**src/rtl/uart_cmd_resp.sv**
```systemverilog
// UART command/response responder: receives 8N1 command bytes and answers with a fixed
// message ("CCNU", "PLAC" or a single NAK) while the receiver keeps running.
module uart_cmd_resp #(
    parameter int unsigned CLK_HZ     = 50000000,
    parameter int unsigned BAUD       = 9600,
    parameter int unsigned GAP_CYCLES = 1000
) (
    input  logic       clk,
    input  logic       rst_n,
    input  logic       rs232_rx,
    output logic       rs232_tx,
    output logic [7:0] rx_byte,
    output logic       rx_valid,
    output logic       frame_err,
    output logic       cmd_drop,
    output logic       busy
);

    localparam int unsigned DIV  = CLK_HZ / BAUD;
    localparam int unsigned HALF = DIV / 2;
    localparam int unsigned CMAX = (DIV > GAP_CYCLES) ? DIV : GAP_CYCLES;
    localparam int unsigned CW   = $clog2(CMAX + 1);

    localparam logic [CW-1:0] DIV_LAST  = CW'(DIV - 1);
    localparam logic [CW-1:0] HALF_LAST = CW'(HALF - 1);
    localparam logic [CW-1:0] GAP_LAST  = CW'(GAP_CYCLES - 1);

    localparam logic [1:0] MSG_CCNU = 2'd0;
    localparam logic [1:0] MSG_PLAC = 2'd1;
    localparam logic [1:0] MSG_NAK  = 2'd2;

    typedef enum logic [1:0] {R_IDLE, R_START, R_DATA, R_STOP} rx_state_e;
    typedef enum logic [2:0] {T_IDLE, T_START, T_DATA, T_STOP, T_GAP} tx_state_e;

    // ---------------- receiver ----------------
    rx_state_e     rx_state_q, rx_state_d;
    logic          rx_s1_q, rx_s2_q, rx_prev_q;
    logic [CW-1:0] rx_cnt_q, rx_cnt_d;
    logic [2:0]    rx_bit_q, rx_bit_d;
    logic [7:0]    rx_sh_q, rx_sh_d;
    logic [7:0]    rx_byte_q, rx_byte_d;
    logic          rx_valid_q, rx_valid_d;
    logic          frame_err_q, frame_err_d;

    always_comb begin
        rx_state_d  = rx_state_q;
        rx_cnt_d    = rx_cnt_q + 1'b1;
        rx_bit_d    = rx_bit_q;
        rx_sh_d     = rx_sh_q;
        rx_byte_d   = rx_byte_q;
        rx_valid_d  = 1'b0;
        frame_err_d = 1'b0;
        unique case (rx_state_q)
            R_IDLE: begin
                rx_cnt_d = '0;
                if (rx_prev_q && !rx_s2_q) rx_state_d = R_START;
            end
            R_START: begin
                if (rx_cnt_q == HALF_LAST) begin
                    rx_cnt_d   = '0;
                    rx_bit_d   = '0;
                    rx_state_d = rx_s2_q ? R_IDLE : R_DATA;
                end
            end
            R_DATA: begin
                if (rx_cnt_q == DIV_LAST) begin
                    rx_cnt_d = '0;
                    rx_sh_d  = {rx_s2_q, rx_sh_q[7:1]};
                    rx_bit_d = rx_bit_q + 3'd1;
                    if (rx_bit_q == 3'd7) rx_state_d = R_STOP;
                end
            end
            R_STOP: begin
                if (rx_cnt_q == DIV_LAST) begin
                    rx_cnt_d   = '0;
                    rx_state_d = R_IDLE;
                    if (rx_s2_q) begin
                        rx_byte_d  = rx_sh_q;
                        rx_valid_d = 1'b1;
                    end else begin
                        frame_err_d = 1'b1;
                    end
                end
            end
            default: rx_state_d = R_IDLE;
        endcase
    end

    always_ff @(posedge clk or negedge rst_n) begin
        if (!rst_n) begin
            rx_s1_q     <= 1'b1;
            rx_s2_q     <= 1'b1;
            rx_prev_q   <= 1'b1;
            rx_state_q  <= R_IDLE;
            rx_cnt_q    <= '0;
            rx_bit_q    <= '0;
            rx_sh_q     <= '0;
            rx_byte_q   <= '0;
            rx_valid_q  <= 1'b0;
            frame_err_q <= 1'b0;
        end else begin
            rx_s1_q     <= rs232_rx;
            rx_s2_q     <= rx_s1_q;
            rx_prev_q   <= rx_s2_q;
            rx_state_q  <= rx_state_d;
            rx_cnt_q    <= rx_cnt_d;
            rx_bit_q    <= rx_bit_d;
            rx_sh_q     <= rx_sh_d;
            rx_byte_q   <= rx_byte_d;
            rx_valid_q  <= rx_valid_d;
            frame_err_q <= frame_err_d;
        end
    end

    // ---------------- transmitter ----------------
    tx_state_e     tx_state_q, tx_state_d;
    logic [CW-1:0] tx_cnt_q, tx_cnt_d;
    logic [2:0]    tx_bit_q, tx_bit_d;
    logic [1:0]    tx_idx_q, tx_idx_d;
    logic [1:0]    tx_msg_q, tx_msg_d;
    logic          busy_q, busy_d;
    logic          tx_q, tx_d;
    logic [7:0]    tx_char;
    logic [1:0]    last_idx;
    logic          accept;

    assign accept = rx_valid_q & ~busy_q;

    always_comb begin
        tx_char  = 8'h3F;
        last_idx = 2'd0;
        case (tx_msg_q)
            MSG_CCNU: begin
                last_idx = 2'd3;
                case (tx_idx_q)
                    2'd0, 2'd1: tx_char = 8'h43;
                    2'd2:       tx_char = 8'h4E;
                    default:    tx_char = 8'h55;
                endcase
            end
            MSG_PLAC: begin
                last_idx = 2'd3;
                case (tx_idx_q)
                    2'd0:    tx_char = 8'h50;
                    2'd1:    tx_char = 8'h4C;
                    2'd2:    tx_char = 8'h41;
                    default: tx_char = 8'h43;
                endcase
            end
            default: ;
        endcase
    end

    always_comb begin
        tx_state_d = tx_state_q;
        tx_cnt_d   = tx_cnt_q + 1'b1;
        tx_bit_d   = tx_bit_q;
        tx_idx_d   = tx_idx_q;
        tx_msg_d   = tx_msg_q;
        busy_d     = busy_q;
        if (accept) begin
            busy_d   = 1'b1;
            tx_idx_d = 2'd0;
            tx_msg_d = (rx_byte_q == 8'h31) ? MSG_CCNU :
                       (rx_byte_q == 8'h32) ? MSG_PLAC : MSG_NAK;
        end
        unique case (tx_state_q)
            T_IDLE: begin
                tx_cnt_d = '0;
                if (busy_q) tx_state_d = T_START;
            end
            T_START: begin
                if (tx_cnt_q == DIV_LAST) begin
                    tx_cnt_d   = '0;
                    tx_bit_d   = '0;
                    tx_state_d = T_DATA;
                end
            end
            T_DATA: begin
                if (tx_cnt_q == DIV_LAST) begin
                    tx_cnt_d = '0;
                    tx_bit_d = tx_bit_q + 3'd1;
                    if (tx_bit_q == 3'd7) tx_state_d = T_STOP;
                end
            end
            T_STOP: begin
                if (tx_cnt_q == DIV_LAST) begin
                    tx_cnt_d = '0;
                    if (tx_idx_q == last_idx) begin
                        tx_state_d = T_IDLE;
                        busy_d     = 1'b0;
                    end else begin
                        tx_idx_d   = tx_idx_q + 2'd1;
                        tx_state_d = (GAP_CYCLES == 0) ? T_START : T_GAP;
                    end
                end
            end
            T_GAP: begin
                if (tx_cnt_q == GAP_LAST) begin
                    tx_cnt_d   = '0;
                    tx_state_d = T_START;
                end
            end
            default: tx_state_d = T_IDLE;
        endcase
        // Line level follows the next state so the registered output lines up with it.
        unique case (tx_state_d)
            T_START: tx_d = 1'b0;
            T_DATA:  tx_d = tx_char[tx_bit_d];
            default: tx_d = 1'b1;
        endcase
    end

    always_ff @(posedge clk or negedge rst_n) begin
        if (!rst_n) begin
            tx_state_q <= T_IDLE;
            tx_cnt_q   <= '0;
            tx_bit_q   <= '0;
            tx_idx_q   <= '0;
            tx_msg_q   <= MSG_NAK;
            busy_q     <= 1'b0;
            tx_q       <= 1'b1;
        end else begin
            tx_state_q <= tx_state_d;
            tx_cnt_q   <= tx_cnt_d;
            tx_bit_q   <= tx_bit_d;
            tx_idx_q   <= tx_idx_d;
            tx_msg_q   <= tx_msg_d;
            busy_q     <= busy_d;
            tx_q       <= tx_d;
        end
    end

    assign rs232_tx  = tx_q;
    assign rx_byte   = rx_byte_q;
    assign rx_valid  = rx_valid_q;
    assign frame_err = frame_err_q;
    assign cmd_drop  = rx_valid_q & busy_q;
    assign busy      = busy_q;

endmodule

```
**config.mk**
```make
export PLATFORM = sky130hd
export DESIGN_NAME = uart_cmd_resp
export DESIGN_NICKNAME = d
export VERILOG_FILES = /design/src/rtl/uart_cmd_resp.sv
export SDC_FILE = /design/constraint.sdc
export NUM_CORES = 1
export LEC_CHECK = 0
export BUFFER_PORTS_ARGS = -buffer_cell sky130_fd_sc_hd__buf_2
export CORE_UTILIZATION = 40
export CTS_BUF_LIST = sky130_fd_sc_hd__clkbuf_2
export CTS_CLUSTER_SIZE = 25
export DETAILED_ROUTE_END_ITERATION = 10
export REMOVE_ABC_BUFFERS = 1
export SYNTH_ARGS = -nofsm -noshare
export SYNTH_HDL_FRONTEND = slang
export SYNTH_SLANG_ARGS = --single-unit
export TNS_END_PERCENT = 1
```
**constraint.sdc**
```tcl
create_clock -name clk -period 5.37 [get_ports clk]
set_clock_uncertainty 0.2 [all_clocks]
set_input_delay 0.537 -clock clk [delete_from_list [all_inputs] [get_ports clk]]
set_output_delay 0.537 -clock clk [all_outputs]
set_load 0.1 [all_outputs]
```
; Word level (Yosys, flattened, before mapping)
; Index checks and enable logic that the tools add are counted.
[op_classes]
n_shift = 0
bitwise_logic = 3
mul = 0
n_div = 0
eq_ne = 26
order_cmp = 1
n_mux = 50
reduce_logical = 15
add_sub_neg = 5
[op_table]
columns = op, count
row1 = $pmux W13 S3, 2
row2 = $mux W13, 4
row3 = $mux W3, 11
row4 = $add A13 B1 Y13 const B, 2
row5 = $eq A13 B13 Y1 const B, 2
row6 = $mux W2, 13
row7 = $eq A8 B6 Y1 const B, 2
row8 = $pmux W3 S5, 1
row9 = $pmux W5 S3, 1
row10 = $pmux W7 S2, 1
row11 = $eq A13 B10 Y1 const B, 1
row12 = $eq A13 B12 Y1 const B, 1
row13 = $pmux W3 S2, 2
row14 = $mux W1, 11
row15 = $ne A2 B2 Y1 const B, 5
row16 = $pmux W5 S2, 1
row17 = $eq A3 B2 Y1 const B, 3
row18 = $eq A3 B3 Y1 const B, 3
row19 = $pmux W2 S4, 1
row20 = $add A3 B1 Y3 const B, 2
row21 = $eq A2 B1 Y1 const B, 3
row22 = $eq A2 B2 Y1 const B, 3
row23 = $eq A3 B1 Y1 const B, 2
row24 = $logic_not A2 Y1, 3
row25 = other kinds (16), 20
[word_totals]
input_bits = 3
latch_bits = 0
out_inout_bits = 13
n_memories = 0
regBits = 64
mem_bits_ro = 0
ram_bits = 0
wordCells = 117

; Logic depth before layout (Yosys ltp)
; Gate-level depths: netlist of run 1.
[logic_depth]
word_depth = 9
mapped_depth = 10

; Worst setup path after synthesis of run 1
; No wires, ideal clock.
[synth_path]
path_type = reg2out
startpoint = register busy_q, in the netlist busy
endpoint = output cmd_drop
required_ns = 4.633
stages_incl_launch_ff = 2
n_path_buf = 0
path_slack_ns = 2.827
arrival_time_ns = 1.806
path_cell_list = dfrtp_1 and2_1
[synth_via]
elab_chain_len = 1
[synth_rtl]
columns = item, line
row1 = from (decl), 121  ; logic busy_q, busy_d;
row2 = from (signal assigned), 229  ; busy_q <= busy_d;
row3 = $and A1 B1 Y1, 238  ; assign cmd_drop = rx_valid_q & busy_q;
row4 = to (decl), 15  ; output logic cmd_drop,
; Every way passes these cells.

; Worst setup path after layout of run 1
[layout_path]
startpoint = register rx_cnt_q[0]
endpoint = register rx_cnt_q[7]
[layout_via]
elab_chain_len = 3
word_cells_on_any_way = 6
cone_classes = 1 x add/sub / 2 x eq/ne / 3 x mux
[layout_rtl]
columns = item, line
row1 = from (decl), 38  ; logic [CW-1:0] rx_cnt_q, rx_cnt_d;
row2 = from (signal assigned), 106  ; rx_cnt_q <= rx_cnt_d;
row3 = "$add A13 B1 Y13, or another cell as far along", 47  ; rx_cnt_d = rx_cnt_q + 1'b1;
row4 = "$mux W13, on equally long branches", "66, 74, 59"
row5 = $pmux W13 S3 (*), 53  ; unique case (rx_state_q)
row6 = net rx_cnt_d[7], 38
; The timed path passes the listed nets; every way through them passes the cells marked *.
; A chain may end at the register's enable or synchronous reset.

==> flow_summary.ini, run 1 <==
[run_status]
outcome = finished clean

[cells_and_area]
diodes = 0
fill_cells = 748
drive_gt1_frac = 0.182
stdcell_count = 442
utilization = 0.461
area_growth_pct = 9.69
layout.nets = 350

[detailed_routing]
drt_pass1_iterations = 4
drt_iter0_markers = 96
post-route-drc-count = 0
ant_nets = 0
via_per_inst = 5.14
wl_um = 6010
vias = 2271
wl_per_cell_um = 13.6

[timing]
rsz0062_at_grt = false
worstMarginPinSlew_ns = 1.05
finalSetupTns_ns = 0
slew_headroom = 0.297
period_share = 0.510
timing.fmax_mhz = 365
timing_hold_violations_final = 0
setup_viol = 0
maxSlewViolCount = 0
fin_crit_ns = 2.74

[critical_path]
critPathBufInv = 0
cp_cell_sequence = ha_1 -> nor4bb_1 -> nand2_1 -> nor4_1 -> nor2_1 -> a22oi_1 -> nor2_1
crit_top_cell = nor2_1
critPathKind = flop to flop
critPathLaunchType = flop
cp-startpoint = rx_cnt_q[0]
crit_fanout = 13
worstPathArrival_ns = 2.88
rr_startpoint = rx_cnt_q[0]
end_kind = flop
slowest_stage = a22oi_1
crit_family = simple AND/OR/NAND/NOR gates
max_stage_delay_ns = 0.81
required_ns = 5.51

[floorplan]
die_x_um = 92.5
placementRows = 32
pin_count = 16
coreArea_um2 = 7810
initial_utilization = 0.420
dieArea_um2 = 8560
die_h_um = 92.5

[clock_tree]
cts_tree = done
worstSkewPairLatency_ns = 0.47
ctsRootBufferMaster = clkbuf_2
cts_setup_buffers = 0
cts_sinks = 64
clock_path_buffers = 2
cts_buffers = 9
clk_pin_slew_ns = 0.21
htree_levels = 3

[grt]
grt_max_degree = 65
grt_pass1_wl_um = 10300
antenna_found_initial = 0
grtUsageTotal = 0.155
grt_pass1_vias = 2183
overflow = 0

[synthesis]
synth_edf_count = 0
ys_seq_area_frac = 0.490
async_reset_ff_frac = 1.00
synth.distinct_cells = 51
synth_warnings = 0
synth_area_per_cell_um2 = 10.4
yosysTopAreaCell = dfrtp_1
syn_area_um2 = 3280
synth.top_cells.by_area = dfrtp_1 45%, mux2_2 6.2%, nor2_1 4.9%
synth_flop_cell = dfrtp_1
synthCells = 315
synthDominantCellAreaShare = 0.450
ys_seq_elements = 64

[power_and_ir_drop]
cellLeakagePower_nw = 1.59
max-vdd-ir-drop_mv = 0.146
power.density_nw_per_um2 = 256

[worst_hold_path]
min_from = rx_s1_q
min_path_type = flop to flop

[job]
drv_cap = 0

[placement]
io_buffers = 15
routabilityCongestion = 0.797
dp_hpwl_um = 3960
dpl.cell_count = 424
stage by stage:
stage               hold slack (ns)  power, mW  worst slack [ns]  cell area [um^2]
finish                        0.181      0.920              2.63              3600
global route                  0.177      0.976              2.40              3600
CTS                           0.177      0.936              2.60              3600
detailed placement            0.148      0.621              2.65              3450
global placement              0.147      0.617              2.74              3450
floorplan                    0.0414      0.594              2.83              3240
state kept, by name, summed over array words and instances, names as in the netlist, named ones only:
name and flops:
rx_valid 1, rx_sh_q 8, frame_err 1, tx_bit_q 3
rx_s1_q 1, rx_s2_q 1, tx_cnt_q 13, rx_cnt_q 13
tx_msg_q 2, rx_state_q 1, rx_byte 8, tx_idx_q 2
tx_state_q 3, busy 1, rs232_tx 1, rx_bit_q 3
rx_prev_q 1
logic make-up (layout without fill, tap and decap cells):
kind of cell | Yosys count | in the layout | synth area share
simple gates | 128 | 128 | 0.206
flops | 64 | 64 | 0.490
compound gates | 38 | 38 | 0.0855
xor+xnor | 25 | 25 | 0.0668
buf+inv | 25 | 50 | 0.0286
mux | 23 | 23 | 0.0771
fa+ha+maj | 12 | 12 | 0.0458
final cells by class:
type / count / area [um^2] / share of cell area
flip-flops and latches: 64 / 1610 / 0.447
clock buffers: 9 / 45.0 / 0.0125
inverters: 16 / 60.1 / 0.0167
multi-input cells: 226 / 1580 / 0.438
well taps: 102 / 128 / 0.0355
repair buffers: 18 / 103 / 0.0285
clock inverters: 7 / 76.3 / 0.0212
path summary, 6_finish.rpt:
kind | to | slack [ns] | depth (start not counted)
setup / recovery | rx_cnt_q[7] | 2.63 | 7
hold / removal | rx_s2_q | 0.18 | 0
setup reg to reg | rx_cnt_q[7] | 2.63 | 7
hold reg to reg | rx_s2_q | 0.18 | 0
max in group asynchronous | rx_bit_q[2] | 3.89 | 3
min in group asynchronous | tx_cnt_q[7] | 0.52 | 3
cell usage after synthesis (all sizes together), types with 7 or more instances:
| cell type | number |
|---|---|
| clkbuf | 8 |
| xnor2 | 14 |
| inv | 16 |
| a21oi | 7 |
| nand2 | 23 |
| nand4 | 8 |
| ha | 12 |
| mux2 | 18 |
| xor2 | 11 |
| nand3 | 15 |
| dfrtp | 59 |
| nor2 | 45 |
worst register-to-register path: cells and delay by family (launching register included):
kind	cells	cell delay, ns
adder cells (fa/ha/maj)	1	0.25
AO/OA/AOI/OAI	1	0.81
flip-flops	1	0.40
AND/OR/NAND/NOR	5	0.95
metal layers:
layer | GRT usage | share of wire | vias to the layer above
li1 | - | - | 1148
met1 | 0.206 | 0.50 | 1094
met2 | 0.244 | 0.47 | 29
met3 | 0.0493 | 0.029 | 0
met4 | 0.0391 | 0 | 0
met5 | 0 | 0 | -
power by group:
group / internal, mW / switching, mW / leakage, nW
Combinational: 0.0334 / 0.0358 / 0.654
Sequential: 0.510 / 0.0318 / 0.859
Clock: 0.114 / 0.194 / 0.0766
layout by cell type, fill, tap and decap left out, types with 4 or more instances in the layout:
| master | Yosys | layout |
|---|---|---|
| nor2_1 | 43 | 43 |
| xor2_1 | 11 | 11 |
| buf_2 | 0 | 15 |
| mux2_2 | 18 | 18 |
| and3_1 | 4 | 4 |
| mux2i_1 | 5 | 5 |
| xnor2_1 | 14 | 14 |
| dfstp_2 | 5 | 5 |
| o211ai_1 | 4 | 4 |
| clkbuf_2 | 0 | 9 |
| nand2b_1 | 5 | 5 |
| dfrtp_1 | 59 | 59 |
| a21oi_1 | 7 | 7 |
| o22ai_1 | 4 | 4 |
| nand2_1 | 22 | 22 |
| ha_1 | 12 | 12 |
| nand4_1 | 8 | 8 |
| nand3_1 | 15 | 15 |
| inv_1 | 16 | 16 |
| o21ai_0 | 5 | 5 |
repair_timing:
action,4_1_cts,5_1_grt
hold endpoints to repair,21,0
hold buffers,2,0
endpoints found under the setup margin,0,0
resized for setup,0,0
No activity file was read; power rests on OpenSTA's default activity.
==> run 2, diff against run 1 <==
==> constraint.sdc (replaced) <==
create_clock -name clk -period 2.45 [get_ports clk]
set_clock_uncertainty 0.2 [all_clocks]
set_input_delay 0.245 -clock clk [delete_from_list [all_inputs] [get_ports clk]]
set_output_delay 0.245 -clock clk [all_outputs]
set_load 0.1 [all_outputs]
==> run 2 against run 1 <==
Against the previous run: utilization grew 4.9 points; critical path depth grew 3; maximum frequency grew 15%; setup slack got worse by 2.6 ns; final cell count up 8.1%; worst hold slack worse by 0.13 ns; highest routed layer is now met4; critical path type unchanged; combinational power rose by 130%; clock power grew to 2.5 times the previous value; wire length grew 6.3%; sequential share of layout area fell by 4.3 points.
==> flow_summary.ini, run 2 (same netlist as run 1, synthesis figures left out) <==
[critical_path]
critPathBufInv = 1
max_stage_delay_ns = 0.42
slowest_stage = dfrtp_1
critPathKind = flop to flop
critPathLaunchType = flop
required_ns = 2.72
reg2reg_slack_ns = 0.06
crit_family = simple AND/OR/NAND/NOR gates
cp_cell_sequence = and4bb_2 -> nand3_2 -> ha_2 -> nor4bb_4 -> a211oi_2 -> nand2_1 -> buf_4 -> nand3b_1 -> a41oi_2 -> a32oi_1
worstPathArrival_ns = 2.65
end_kind = flop
crit_fanout = 5

[cells_and_area]
diodes = 0
drive_gt1_frac = 0.282
fill_cells = 744
layout.nets = 386
stdcell_count = 478
area_growth_pct = 21.3
final_common_cell = dfrtp_1
final_area_um2 = 3980
utilization = 0.509
layout_common_cells = 59 x dfrtp_1, 43 x nor2_1, 34 x buf_4
largestRegisters = rx_cnt_q (13), tx_cnt_q (13)

[worst_hold_path]
min_path_type = primary input to asynchronous set/reset pin

[detailed_routing]
ant_nets = 0
drt_iter0_markers = 133
vias = 2447
wl_per_cell_um = 13.4
wl_um = 6390
drt_pass1_iterations = 5
via_per_inst = 5.12
post-route-drc-count = 0

[grt]
grtUsageTotal = 0.163
grt_max_degree = 32
antenna_found_initial = 0
grt_pass1_wl_um = 10800
grt_pass1_vias = 2338
overflow = 0

[clock_tree]
htree_levels = 3
ctsRootBufferMaster = clkbuf_2
cts_buffers = 9
cts_sinks = 64
worstSkewPairLatency_ns = 0.51
cts_tree = done
clk_pin_slew_ns = 0.21
clock_path_buffers = 2

[timing]
rsz0062_at_grt = true
timing_hold_violations_final = 0
worstMarginPinSlew_ns = 0.582
period_share = 0.974
finalSetupTns_ns = 0
whs_ns = 0.0535
worst_slack_ns = 0.0635
maxSlewViolCount = 0
setup_viol = 0
timing.fmax_mhz = 419
slew_headroom = 0.611
fin_crit_ns = 2.39

[placement]
dpl.cell_count = 454
routabilityCongestion = 0.764
dp_hpwl_um = 4380
dp_worst_setup_slack_ns = -0.00748
placed_area_um2 = 3690
io_buffers = 15

[run_status]
outcome = finished clean

[power_and_ir_drop]
cellLeakagePower_nw = 1.81
max-vdd-ir-drop_mv = 0.357
p_total_mw = 2.13
power.density_nw_per_um2 = 536

[floorplan]
die_h_um = 92.5
pin_count = 16
die_x_um = 92.5
dieArea_um2 = 8560
initial_utilization = 0.420
placementRows = 32
coreArea_um2 = 7810

[job]
drv_cap = 0
## run 2: area by class of cell
class / instances / area, um^2 / share of cell area
clock buffer: 9 / 45.0 / 0.0113
clock inverter: 7 / 104 / 0.0261
inverter: 16 / 60.1 / 0.0151
multi-input combinational: 226 / 1640 / 0.413
sequential: 64 / 1610 / 0.404
tap: 102 / 128 / 0.0321
timing repair buffer: 54 / 392 / 0.0985
## run 2: power breakdown
| part | internal (mW) | leakage, nW | switching [mW] |
|---|---|---|---|
| logic | 0.0801 | 0.861 | 0.0816 |
| registers | 1.12 | 0.859 | 0.0677 |
| clock network | 0.351 | 0.0871 | 0.434 |
## run 2: worst reg2reg max path, delay by kind of cell (launching register included)
| family | cells | cell delay, ns |
|---|---|---|
| flip-flops | 1 | 0.42 |
| AND/OR/NAND/NOR | 5 | 0.95 |
| AO/OA/AOI/OAI | 3 | 0.45 |
| buffers and inverters | 1 | 0.16 |
| adder cells (fa/ha/maj) | 1 | 0.19 |
## run 2: path summary, 6_finish.rpt
check,from,endpoint,depth (start not counted)
worst max-delay path,tx_cnt_q[7],rs232_tx,10
worst min-delay path,rst_n,rs232_tx,2
worst max register to register,tx_cnt_q[7],rs232_tx,10
worst min register to register,rx_s1_q,rx_s2_q,0
max in group asynchronous,rst_n,tx_cnt_q[11],3
min in group clk,rs232_rx,rx_s1_q,2
## run 2: per-layer routing
layer  GRT usage  vias up  share of wire
li1            -     1231              -
met1       0.209     1174           0.48
met2       0.260       34           0.47
met3      0.0567        8          0.034
met4      0.0482        0          0.011
met5           0        -              0
## run 2: what timing repair did
item | in CTS | in global routing
setup endpoints to repair | 1 | 4
gates cloned | 0 | 0
hold endpoints to repair | 64 | 0
gates resized for setup | 8 | 6
setup buffers | 4 | 1
hold buffers | 3 | 0
pin swaps | 9 | 9
==> run 3, diff against run 2 <==
--- a/config.mk
+++ b/config.mk
@@ -6,6 +6,7 @@
 export NUM_CORES = 1
 export LEC_CHECK = 0
 export BUFFER_PORTS_ARGS = -buffer_cell sky130_fd_sc_hd__buf_2
+export CORE_MARGIN = 3
 export CORE_UTILIZATION = 40
 export CTS_BUF_LIST = sky130_fd_sc_hd__clkbuf_2
 export CTS_CLUSTER_SIZE = 25
==> run 3 against run 2 <==
Against the previous run: worst hold slack better by 0.028 ns; clock-buffer cell count is 1 higher; register-to-register slack lost 0.02 ns; combinational power about the same; non-clock buffer count shrank 4; sequential cell count unchanged; critical endpoint unchanged.
==> flow_summary.ini, run 3 (same netlist as run 1, synthesis figures left out) <==
[cells_and_area]
largestRegisters = rx_cnt_q (13), tx_cnt_q (13)
diodes = 0
drive_gt1_frac = 0.274
fill_cells = 768
final_common_cell = dfrtp_1
layout_common_cells = 59 x dfrtp_1, 43 x nor2_1, 32 x buf_4
area_growth_pct = 19.2
layout.nets = 382
final_area_um2 = 3910

[critical_path]
required_ns = 2.66
critPathLaunchType = flop
critPathKind = flop to flop
crit_fanout = 4
end_kind = flop
worstPathArrival_ns = 2.62

[placement]
placed_area_um2 = 3680
dp_hpwl_um = 4300
dp_worst_setup_slack_ns = 0.00855
io_buffers = 15
routabilityCongestion = 0.754

[power_and_ir_drop]
max-vdd-ir-drop_mv = 0.368
power.density_nw_per_um2 = 532
cellLeakagePower_nw = 1.77

[job]
drv_cap = 0

[detailed_routing]
post-route-drc-count = 0
via_per_inst = 5.12
wl_um = 6230
drt_iter0_markers = 74
ant_nets = 0
wl_per_cell_um = 13.1
vias = 2426
drt_pass1_iterations = 4

[grt]
grt_pass1_vias = 2361
grt_pass1_wl_um = 10800
grtUsageTotal = 0.149
grt_max_degree = 65
antenna_found_initial = 0
overflow = 0

[timing]
timing.fmax_mhz = 416
period_share = 0.982
timing_hold_violations_final = 0
maxSlewViolCount = 0
worst_slack_ns = 0.0445
fin_crit_ns = 2.41
worstMarginPinSlew_ns = 0.482
rsz0062_at_grt = true
setup_viol = 0
slew_headroom = 0.678

[clock_tree]
cts_sinks = 64
worstSkewPairLatency_ns = 0.49
htree_levels = 3
cts_buffers = 9
clk_pin_slew_ns = 0.19
ctsRootBufferMaster = clkbuf_2
clock_path_buffers = 2
cts_tree = done

[run_status]
outcome = finished clean

[floorplan]
die_x_um = 96.5
coreArea_um2 = 7850
pin_count = 16
initial_utilization = 0.418
die_h_um = 96.5
dieArea_um2 = 9320
placementRows = 32

[worst_hold_path]
min_path_type = primary input to asynchronous set/reset pin
==> run 3: cell types whose count changed in the layout (fill, tap and decap cells not counted), sizes merged <==
cell | previous run | this run
dlygate4sd3 | 3 | 2
clkbuf | 9 | 10
buf | 51 | 48
inv | 18 | 16
clkinvlp | 0 | 1
==> run 3: final cells by class <==
type	count	area, um^2	area share
clock inverter	6	85.1	0.0218
tap	102	128	0.0327
sequential	64	1610	0.412
clock buffer	10	50.0	0.0128
multi-input combinational	226	1620	0.415
inverter	16	60.1	0.0154
timing repair buffer	50	355	0.0910
==> run 3: path summary, 6_finish.rpt <==
check | startpoint | end | slack [ns] | cells after the start
min reg2reg | rx_s1_q | rx_s2_q | 0.17 | 0
min in group clk | rx_s1_q | rx_s2_q | 0.17 | 0
max reg2reg | tx_cnt_q[0] | rs232_tx | 0.04 | 8
min | rst_n | tx_idx_q[0] | 0.08 | 3
max | tx_cnt_q[0] | rs232_tx | 0.04 | 8
max in group asynchronous | rst_n | rx_s1_q | 1.64 | 3
==> run 3: timing repair <==
action	4_1_cts	5_1_grt
resized for setup	8	3
hold buffers	2	0
pin swaps	8	6
buffers inserted	3	0
endpoints found under the hold margin	65	0
endpoints found under the setup margin	1	19
==> run 3: worst max-delay path, cell delays in order, from the launching register on <==
cell      delay (ns)
dfrtp_1         0.39
ha_2            0.18
and4bb_4        0.26
buf_4           0.13
and4_1          0.23
mux2_2          0.35
o311ai_1        0.29
a41oi_1         0.08
a32oi_1         0.22
==> run 3: report_power, final <==
group / total [mW] / switching (mW) / leakage (nW) / internal, mW
clock network: 0.727 / 0.388 / 0.0795 / 0.339
registers: 1.19 / 0.0686 / 0.859 / 1.12
logic: 0.164 / 0.0810 / 0.828 / 0.0829
total: 2.08 / 0.538 / 1.77 / 1.54
==> run 3: through the flow <==
| step | util | TNS [ns] | std cells | power (mW) | hold slack (ns) |
|---|---|---|---|---|---|
| 2_1_floorplan | - | 0 | 306 | 1.30 | -0.251 |
| 3_3_place_gp | 0.470 | 0 | 453 | 1.36 | 0.0878 |
| 3_5_place_dp | 0.470 | 0 | 453 | 1.37 | 0.0897 |
| 4_1_cts | 0.496 | -0.0263 | 474 | 2.11 | 0.0419 |
| 5_1_grt | 0.498 | -0.0811 | 474 | 2.19 | 0.0400 |
| 6_report | 0.498 | 0 | 474 | 2.08 | 0.0816 |
==> run 3: layer usage <==
metal | wire length [um] | track usage
met5 | 0 | 0
met4 | 93 | 0.0549
met3 | 172 | 0.0403
met2 | 2870 | 0.230
met1 | 3090 | 0.200
